<file path="src/rtl/cdc_pkg.sv">
// Shared types and constants for the clock-domain-crossing handshake blocks.
`default_nettype none

package cdc_pkg;

  typedef enum logic {
    IDLE     = 1'b0,
    WAIT_ACK = 1'b1
  } hs_tx_state_t;

  localparam int CDC_SYNC_STAGES = 2;

endpackage

`default_nettype wire

</file>
<file path="src/rtl/cdc_2ff_sync.sv">
// Multi-flop resynchroniser for a signal arriving from a foreign clock domain.
`default_nettype none

module cdc_2ff_sync
  import cdc_pkg::*;
#(
  parameter int DATA_WIDTH = 1
) (
  input  logic                  clk,
  input  logic                  arst_n,
  input  logic [DATA_WIDTH-1:0] d_i,
  output logic [DATA_WIDTH-1:0] q_o
);

  logic [DATA_WIDTH-1:0] stage [CDC_SYNC_STAGES];

  always_ff @(posedge clk or negedge arst_n) begin
    if (!arst_n) begin
      for (int i = 0; i < CDC_SYNC_STAGES; i++) begin
        stage[i] <= '0;
      end
    end else begin
      stage[0] <= d_i;
      for (int i = 1; i < CDC_SYNC_STAGES; i++) begin
        stage[i] <= stage[i-1];
      end
    end
  end

  assign q_o = stage[CDC_SYNC_STAGES-1];

endmodule

`default_nettype wire

</file>
<file path="src/rtl/cdc_hs_tx.sv">
// Source side of a 2-phase toggle req/ack handshake carrying one word per
// transfer into a foreign clock domain, with timeout and protocol-error flags.
`default_nettype none

module cdc_hs_tx
  import cdc_pkg::*;
#(
  parameter int DATA_WIDTH     = 8,
  parameter int TIMEOUT_CYCLES = 0,
  parameter int CNT_WIDTH      = 16
) (
  input  logic                  clk,
  input  logic                  arst_n,
  input  logic                  in_valid_i,
  output logic                  in_ready_o,
  input  logic [DATA_WIDTH-1:0] in_data_i,
  output logic                  req_o,
  output logic [DATA_WIDTH-1:0] data_o,
  input  logic                  ack_i,
  output logic                  busy_o,
  output logic                  timeout_o,
  output logic                  proto_err_o,
  input  logic                  err_clr_i
);

  hs_tx_state_t state;
  hs_tx_state_t state_nxt;

  logic ack_s;
  logic ack_prev;
  logic ack_match;
  logic accept;
  logic proto_set;

  cdc_2ff_sync #(
    .DATA_WIDTH (1)
  ) u_ack_sync (
    .clk    (clk),
    .arst_n (arst_n),
    .d_i    (ack_i),
    .q_o    (ack_s)
  );

  // A transfer is outstanding whenever req and the synchronised ack differ.
  assign ack_match  = (ack_s == req_o);
  assign in_ready_o = (state == IDLE) && ack_match;
  assign busy_o     = (state == WAIT_ACK);
  assign accept     = in_valid_i && in_ready_o;
  assign proto_set  = (state == IDLE) && (ack_s != ack_prev);

  always_ff @(posedge clk or negedge arst_n) begin
    if (!arst_n) begin
      state <= IDLE;
    end else begin
      state <= state_nxt;
    end
  end

  always_comb begin
    state_nxt = state;
    case (state)
      IDLE:     if (accept)    state_nxt = WAIT_ACK;
      WAIT_ACK: if (ack_match) state_nxt = IDLE;
      default:                 state_nxt = IDLE;
    endcase
  end

  always_ff @(posedge clk or negedge arst_n) begin
    if (!arst_n) begin
      req_o    <= 1'b0;
      data_o   <= '0;
      ack_prev <= 1'b0;
    end else begin
      ack_prev <= ack_s;
      if (accept) begin
        req_o  <= ~req_o;
        data_o <= in_data_i;
      end
    end
  end

  // Sticky flags: a new set event takes priority over a clear request.
  always_ff @(posedge clk or negedge arst_n) begin
    if (!arst_n) begin
      proto_err_o <= 1'b0;
    end else if (proto_set) begin
      proto_err_o <= 1'b1;
    end else if (err_clr_i) begin
      proto_err_o <= 1'b0;
    end
  end

  generate
    if (TIMEOUT_CYCLES > 0) begin : g_timeout
      localparam logic [CNT_WIDTH-1:0] LAST = CNT_WIDTH'(TIMEOUT_CYCLES - 1);

      logic [CNT_WIDTH-1:0] cnt;

      // Counter saturates at all-ones so the flag fires once per transfer.
      always_ff @(posedge clk or negedge arst_n) begin
        if (!arst_n) begin
          cnt       <= '0;
          timeout_o <= 1'b0;
        end else begin
          if (accept) begin
            cnt <= '0;
          end else if (busy_o && (cnt != '1)) begin
            cnt <= cnt + 1'b1;
          end

          if (busy_o && !ack_match && (cnt == LAST)) begin
            timeout_o <= 1'b1;
          end else if (err_clr_i) begin
            timeout_o <= 1'b0;
          end
        end
      end
    end else begin : g_no_timeout
      assign timeout_o = 1'b0;
    end
  endgenerate

  generate
    if (TIMEOUT_CYCLES >= (2 ** CNT_WIDTH)) begin : g_bad_timeout
      $error("cdc_hs_tx: TIMEOUT_CYCLES does not fit in CNT_WIDTH bits");
    end
  endgenerate

endmodule

`default_nettype wire

</file>
<file path="config.mk">
export PLATFORM = sky130hd
export DESIGN_NAME = cdc_hs_tx
export DESIGN_NICKNAME = d
export VERILOG_FILES = /design/src/rtl/cdc_pkg.sv /design/src/rtl/cdc_2ff_sync.sv /design/src/rtl/cdc_hs_tx.sv
export SDC_FILE = /design/constraint.sdc
export NUM_CORES = 1
export LEC_CHECK = 0
export CAP_MARGIN = 0
export CORE_ASPECT_RATIO = 0.6
export CORE_MARGIN = 2
export CORE_UTILIZATION = 25
export CTS_BUF_LIST = sky130_fd_sc_hd__clkbuf_4 sky130_fd_sc_hd__clkbuf_8 sky130_fd_sc_hd__clkbuf_16
export DETAILED_ROUTE_END_ITERATION = 7
export RECOVER_POWER = 50
export REMOVE_ABC_BUFFERS = 1
export SYNTH_ARGS = -nofsm -noshare
export SYNTH_HDL_FRONTEND = slang
export SYNTH_SLANG_ARGS = --single-unit
</file>
<file path="constraint.sdc">
create_clock -name clk -period 1.77 [get_ports clk]
set_input_delay 0.354 -clock clk [delete_from_list [all_inputs] [get_ports clk]]
set_output_delay 0.354 -clock clk [all_outputs]
set_load 0.05 [all_outputs]
</file>
==> results.rst, run 1 <==
.. list-table::
   :header-rows: 1

   * - Metric
     - Value
   * - Outcome
     - finished clean
   * - Yosys warnings
     - 0
   * - Clock transition time at the flip-flop clock pins of the worst setup and hold paths
     - 0.05 ns
   * - Buffers added on ports
     - 24
   * - Worst slack after detailed placement
     - 0.07398 ns
   * - GRT overflow
     - 0
   * - Slew Limit Headroom
     - 51.81%
   * - Antenna Diode Count
     - 0
   * - Cell-by-cell listing of the critical path
     - xor2_2, nor2_1, buf_12
   * - Largest incremental delay on the critical path
     - 0.43 ns
   * - Total of flip-flops plus latches after synthesis
     - 14
   * - Drt drc
     - 0
   * - Sequential element share of the synthesized area
     - 63.06%
   * - Post-synthesis instance area
     - around 560 um2
   * - Synth top area cells
     - sky130_fd_sc_hd__dfrtp_1, sky130_fd_sc_hd__mux2_4, sky130_fd_sc_hd__xor2_2
   * - Worst-skew pair later-pin latency
     - 0.24 ns
   * - Starting Density
     - between 20% and 30%
   * - Cell row count
     - 13
   * - Antenna Nets Post-Route
     - 0
   * - Net count, final
     - 76
   * - Area enclosed by the die boundary
     - 2628 um2
   * - Fmax
     - 624.1 MHz
   * - Hold slack final
     - 0.3450 ns
   * - Synth-to-Final Area Change
     - 55.41%
   * - FF-to-FF Start
     - u_ack_sync.q_o
   * - Final cycle utilization of the critical path
     - 90.53%
   * - Fraction of final layout cells sized beyond drive strength 1
     - 41.94%
   * - Reg area
     - 350.3 um2
   * - Post-route minimum period
     - 1.602 ns
   * - Area share of the largest cell type after synthesis
     - 63.06%
   * - Dominant delay contributor by cell family on the critical path
     - flip-flops
   * - Largest clock skew in the final design
     - about 0.0023 ns
   * - Number of top-level design ports
     - 26
   * - DRC violation total after the first TritonRoute iteration
     - 7
   * - Slew Limit Fails
     - 0
   * - Filler cell count in the final layout
     - 198
   * - Total clock sinks
     - 14
   * - Initial antenna violation count
     - 0
   * - Maximum number of pins on one net before global-route repair
     - 15
   * - Highest ir drop seen on vdd
     - 0.5182 mV
   * - CTS tree
     - done
   * - Final weighted congestion in routability-driven placement
     - roughly 0.68
   * - Power per unit of standard cell area
     - 2163 nW/um2
   * - Count of final hold-check violations
     - 0
   * - Buffering stage count on the worst path with inverters included
     - 1
   * - Setup repair bufs after CTS
     - 0
   * - Arrival time at the worst endpoint
     - 1.25 ns
   * - Post-synth EDFFs
     - 0
   * - Cts repair resizes
     - 0
   * - Max-cap violations
     - 0
   * - First-pass GRT wire length
     - 1524 um
   * - Overall via count from detail_route
     - 351
   * - Total placed cells including tap cells
     - roughly 90
   * - Leak pwr
     - 0.0003962 uW
   * - Final routed wirelength across all metal layers
     - 992 um
   * - Routed WL per cell
     - 10.78 um
   * - Number of H-tree levels
     - 1
   * - GRT Resource Usage Total
     - 8.540%
   * - Share of synthesized flip-flops with an asynchronous set or reset
     - 100.0%
   * - Cell with the most instances after synthesis
     - sky130_fd_sc_hd__dfrtp_1
   * - Number of distinct library cells after synthesis
     - 14
   * - Critical Path Sink Type
     - primary output
   * - Area of the core
     - 2131 um2
   * - Least-Margin Pin Slew
     - 0.7229 ns
   * - Worst-case clock buffer depth
     - 2
   * - Slowest cell on crit path
     - sky130_fd_sc_hd__dfrtp_1
   * - Highest net fanout along the worst path
     - 4
   * - Number of iterations in the first detailed-routing pass
     - 2
   * - Top cell types by occurrence after synthesis
     - sky130_fd_sc_hd__dfrtp_1, sky130_fd_sc_hd__mux2_4
   * - Final worst setup slack
     - 0.1676 ns
   * - Cell taking the most area after synthesis
     - sky130_fd_sc_hd__dfrtp_1
   * - Die boundary width
     - 64.86 um
   * - Final count of negative-setup-slack endpoints
     - 0
   * - Type of the worst setup path
     - reg -> out
   * - Launch point of the worst hold path
     - u_ack_sync.stage[1]
   * - Multi-input logic area
     - about 190 um2
   * - Placed wire-length estimate
     - 731.8 um
   * - Required time reported for the critical path endpoint
     - 1.42 ns
   * - Number of hold-repair buffers added at the cts stage
     - 0
   * - Via count of the first global-routing pass
     - approximately 310
   * - Mapped Cells
     - 34
   * - Vias per inst
     - around 3.8
   * - Crit path launch type
     - register
   * - Top flip-flop cell by instance count after synthesis
     - sky130_fd_sc_hd__dfrtp_1
   * - Worst setup path startpoint
     - u_ack_sync.q_o
   * - Final standard cell count with taps included and fillers excluded
     - 92
   * - Hold Crit Class
     - reg -> reg
   * - Cts bufs inserted
     - 3
   * - Die span in y
     - 40.52 um
   * - Unrepaired setup endpoints after global routing
     - no
   * - Post-synthesis area per instance
     - between 15 and 20 um2
   * - Root Driver
     - sky130_fd_sc_hd__clkbuf_8
==> cells in the final DEF, fill, tap and decap left out, types with 2 or more instances in the layout <==
cell	n
sky130_fd_sc_hd__dlygate4sd3_1	3
sky130_fd_sc_hd__clkdlybuf4s50_1	9
sky130_fd_sc_hd__clkbuf_8	4
sky130_fd_sc_hd__mux2_4	8
sky130_fd_sc_hd__buf_4	10
sky130_fd_sc_hd__clkbuf_1	2
sky130_fd_sc_hd__dfrtp_1	14
==> cells by family (layout without fill, tap and decap cells) <==
group / count (synthesis) / after routing / synth area share, %
flip-flops: 14 / 14 / 63.06
multiplexers: 8 / 8 / 21.62
AND/OR/NAND/NOR: 4 / 4 / 4.504
AO/OA/AOI/OAI: 3 / 3 / 3.604
XOR/XNOR: 2 / 2 / 4.506
buffers and inverters: 2 / 30 / 2.027
other: 1 / 1 / 0.6750
==> report_power, final <==
group / internal [uW] / total, uW / switching (uW)
Sequential: 446 / 534 / 87.5
Combinational: 396 / 1030 / 637
Clock: 197 / 300 / 104
Total: 1040 / 1870 / 829
==> per-layer routing <==
metal	up-vias	routed length, um	global-route usage, %
met3	2	125	5.337
met4	0	15	4.787
met1	162	442	10.36
met2	18	408	11.60
li1	169	-	-
met5	-	0	0
==> area by class of cell <==
type	count	share of cell area, %
inverter	1	0.4348
tap	30	4.348
multi-input combinational	18	22.46
timing repair buffer	25	25.80
sequential	14	40.58
clock buffer	4	6.377
==> worst reg2reg max path: cells and delay by family, from the launching register on <==
kind	cells	cell delay (ns)
XOR/XNOR	1	0.22
flip-flops	1	0.43
multiplexers	1	0.33
AND/OR/NAND/NOR	1	0.32
==> metrics by stage <==
| stage | TNS (ns) | cell area (um2) | utilization [%] | power, uW |
|---|---|---|---|---|
| 2_1_floorplan | -0.1102 | 548.0 | - | 1256 |
| 3_3_place_gp | 0 | 815.8 | 38.29 | 1583 |
| 3_5_place_dp | 0 | 815.8 | 38.29 | 1591 |
| 4_1_cts | 0 | 870.8 | 40.87 | 1906 |
| 5_1_grt | 0 | 863.3 | 40.52 | 1962 |
| 6_report | 0 | 863.3 | 40.52 | 1868 |
==> flip-flops by register name, indices dropped and copies added (netlist names) <==
signal and cells:
data_o 8, ack_prev 1, busy_o 1, proto_err_o 1, req_o 1, u_ack_sync.q_o 1
u_ack_sync.stage 1
==> worst paths after layout <==
check | endpoint | slack [ns] | cells past startpoint
max in group asynchronous | data_o[2] | 0.64 | 2
min in group asynchronous | data_o[7] | 0.68 | 2
worst max-delay path | in_ready_o | 0.17 | 3
worst min register to register | u_ack_sync.q_o | 0.34 | 0
worst max register to register | data_o[4] | 0.34 | 3
worst min-delay path | u_ack_sync.q_o | 0.34 | 0
Power figures use the tool's default switching activity.
==> run 2: changes to the inputs <==
- CORE_ASPECT_RATIO: 0.6 -> unset
- CORE_UTILIZATION: 25 -> 38
- GPL_ROUTABILITY_DRIVEN: unset -> 0
- PLACE_DENSITY: unset -> 0.75
- SLEW_MARGIN: unset -> 40
==> run 2 against run 1 <==
Worst setup slack worse by 0.068 ns. Final area down 4.3%. Total power down 4.4%. Critical path type unchanged. Critical endpoint unchanged.
==> results.rst, run 2 (synthesis gave the netlist of run 1 again) <==
.. list-table::
   :header-rows: 1

   * - Metric
     - Value
   * - Unrepaired setup endpoints after global routing
     - no
   * - Maximum number of pins on one net before global-route repair
     - 15 (unchanged)
   * - Starting Density
     - 41.65% (+16 points)
   * - Via count of the first global-routing pass
     - 405 (+32%)
   * - Cts repair resizes
     - 0 (unchanged)
   * - Leading cell type in the layout, fill and taps excluded
     - sky130_fd_sc_hd__dfrtp_1
   * - Cts bufs inserted
     - 3 (unchanged)
   * - First-pass GRT wire length
     - 1683 um (+10%)
   * - Crit path launch type
     - register
   * - Buffers added on ports
     - 24 (unchanged)
   * - Commonest cells after routing, fill and taps aside
     - sky130_fd_sc_hd__dfrtp_1, sky130_fd_sc_hd__clkdlybuf4s50_1, sky130_fd_sc_hd__buf_4, sky130_fd_sc_hd__mux2_4, sky130_fd_sc_hd__clkbuf_4
   * - Final count of negative-setup-slack endpoints
     - 0 (unchanged)
   * - Routed WL per cell
     - 12.60 um (+17%)
   * - Worst-skew pair later-pin latency
     - 0.27 ns (+0.03 ns)
   * - Die span in y
     - 42.24 um (+4.2%)
   * - Register with the highest flop count
     - data_o
   * - Hold slack final
     - 0.3550 ns (+0.01006 ns)
   * - Setup repair bufs after CTS
     - 0 (unchanged)
   * - Highest net fanout along the worst path
     - 4 (unchanged)
   * - Fraction of final layout cells sized beyond drive strength 1
     - 41.94% (unchanged)
   * - Highest ir drop seen on vdd
     - 0.9854 mV (+90%)
   * - CTS tree
     - done
   * - Outcome
     - finished clean
   * - Largest clock skew in the final design
     - 0.002300 ns (-0.00002551 ns)
   * - Number of iterations in the first detailed-routing pass
     - 3 (+1)
   * - Area enclosed by the die boundary
     - 1784 um2 (-32%)
   * - Number of flip-flops under the largest register name
     - 8 (unchanged)
   * - Post-route minimum period
     - 1.670 ns (+0.06801 ns)
   * - Leak pwr
     - 0.0003881 uW (-2.0%)
   * - Area of the core
     - 1334 um2 (-37%)
   * - Critical Path Sink Type
     - primary output
   * - Fmax
     - 598.7 MHz (-4.1%)
   * - Max-cap violations
     - 0 (unchanged)
   * - Vias per inst
     - 4.610 (+21%)
   * - Arrival time at the worst endpoint
     - 1.32 ns (+0.07 ns)
   * - Final cycle utilization of the critical path
     - 94.37% (+3.8 points)
   * - Slew Limit Headroom
     - 50.83% (-0.98 points)
   * - Number of top-level design ports
     - 26 (unchanged)
   * - Cell row count
     - 13 (unchanged)
   * - Initial antenna violation count
     - 0 (unchanged)
   * - GRT overflow
     - 0 (unchanged)
   * - Type of the worst setup path
     - reg -> out
   * - Antenna Diode Count
     - 0 (unchanged)
   * - Count of final hold-check violations
     - 0 (unchanged)
   * - Drt drc
     - 0 (unchanged)
   * - Net count, final
     - 76 (unchanged)
   * - Root Driver
     - sky130_fd_sc_hd__clkbuf_4
   * - Least-Margin Pin Slew
     - 0.7376 ns (+0.01471 ns)
   * - GRT Resource Usage Total
     - 12.98% (+4.4 points)
   * - Slew Limit Fails
     - 0 (unchanged)
   * - Number of hold-repair buffers added at the cts stage
     - 0 (unchanged)
   * - Die boundary width
     - 42.24 um (-35%)
   * - Final routed wirelength across all metal layers
     - 970 um (-2.2%)
   * - Number of H-tree levels
     - 1 (unchanged)
   * - Clock transition time at the flip-flop clock pins of the worst setup and hold paths
     - 0.08 ns (+0.03 ns)
   * - Required time reported for the critical path endpoint
     - 1.42 ns (about the same)
   * - DRC violation total after the first TritonRoute iteration
     - 2 (-5)
   * - Hold Crit Class
     - reg -> reg
   * - Overall via count from detail_route
     - 355 (+1.1%)
   * - Worst-case clock buffer depth
     - 2 (unchanged)
   * - Total clock sinks
     - 14 (unchanged)
   * - Synth-to-Final Area Change
     - 48.65%
   * - Post-layout utilization of the core
     - 61.91% (+21 points)
   * - Power per unit of standard cell area
     - 2163 nW/um2 (about the same)
   * - Antenna Nets Post-Route
     - 0 (unchanged)
-- run 2: cell count changes in the layout (fill, tap and decap cells not counted), sizes merged --
cell,previous run,this run
clkdlybuf4s50,9,10
dlygate4sd3,3,2
-- run 2: critical path, stage by stage (launching register included) --
cell	delay, ns
sky130_fd_sc_hd__dfrtp_1	0.45
sky130_fd_sc_hd__xor2_2	0.22
sky130_fd_sc_hd__nor2_1	0.20
sky130_fd_sc_hd__buf_12	0.17
-- run 2: layout make-up --
type	count	area (um2)
clock buffers	4	36.28
fillers	116	508.0
inverters	1	3.754
multi-input cells	18	193.9
flip-flops and latches	14	350.3
well taps	15	18.77
repair buffers	25	222.7
-- run 2: layer usage --
metal	share of wire (%)	track usage, %	routed length [um]
met2	48	22.15	464
met5	0	0	0
met3	7.7	4.310	75
met1	42	13.81	409
met4	2.2	7.500	21
-- run 2: worst paths after layout --
kind                                           from              to  slack (ns)  cells after the start
worst min-delay path            u_ack_sync.stage[1]  u_ack_sync.q_o        0.36                      0
worst max register to register       u_ack_sync.q_o       data_o[3]        0.32                      3
worst min register to register  u_ack_sync.stage[1]  u_ack_sync.q_o        0.36                      0
worst max-delay path                 u_ack_sync.q_o      in_ready_o         0.1                      3
max in group asynchronous                    arst_n        ack_prev        0.65                      2
min in group asynchronous                    arst_n       data_o[7]        0.66                      2
-- run 2: power breakdown --
group / internal [uW] / total [uW] / switching [uW]
clock network: 125 / 221 / 95.7
registers: 445 / 531 / 86.3
logic: 396 / 1030 / 638
total: 966 / 1790 / 820
-- run 2: per-stage QoR --
stage               cells  setup WS (ns)  setup TNS, ns  area [um2]  power [uW]
floorplan              33        -0.1102        -0.1102       548.0        1256
global placement       73        0.08497              0       797.0        1578
detailed placement     73        0.06201              0       797.0        1590
CTS                    77        0.09282              0       833.3        1822
global route           77        0.02582              0       825.8        1868
finish                 77        0.09959              0       825.8        1786
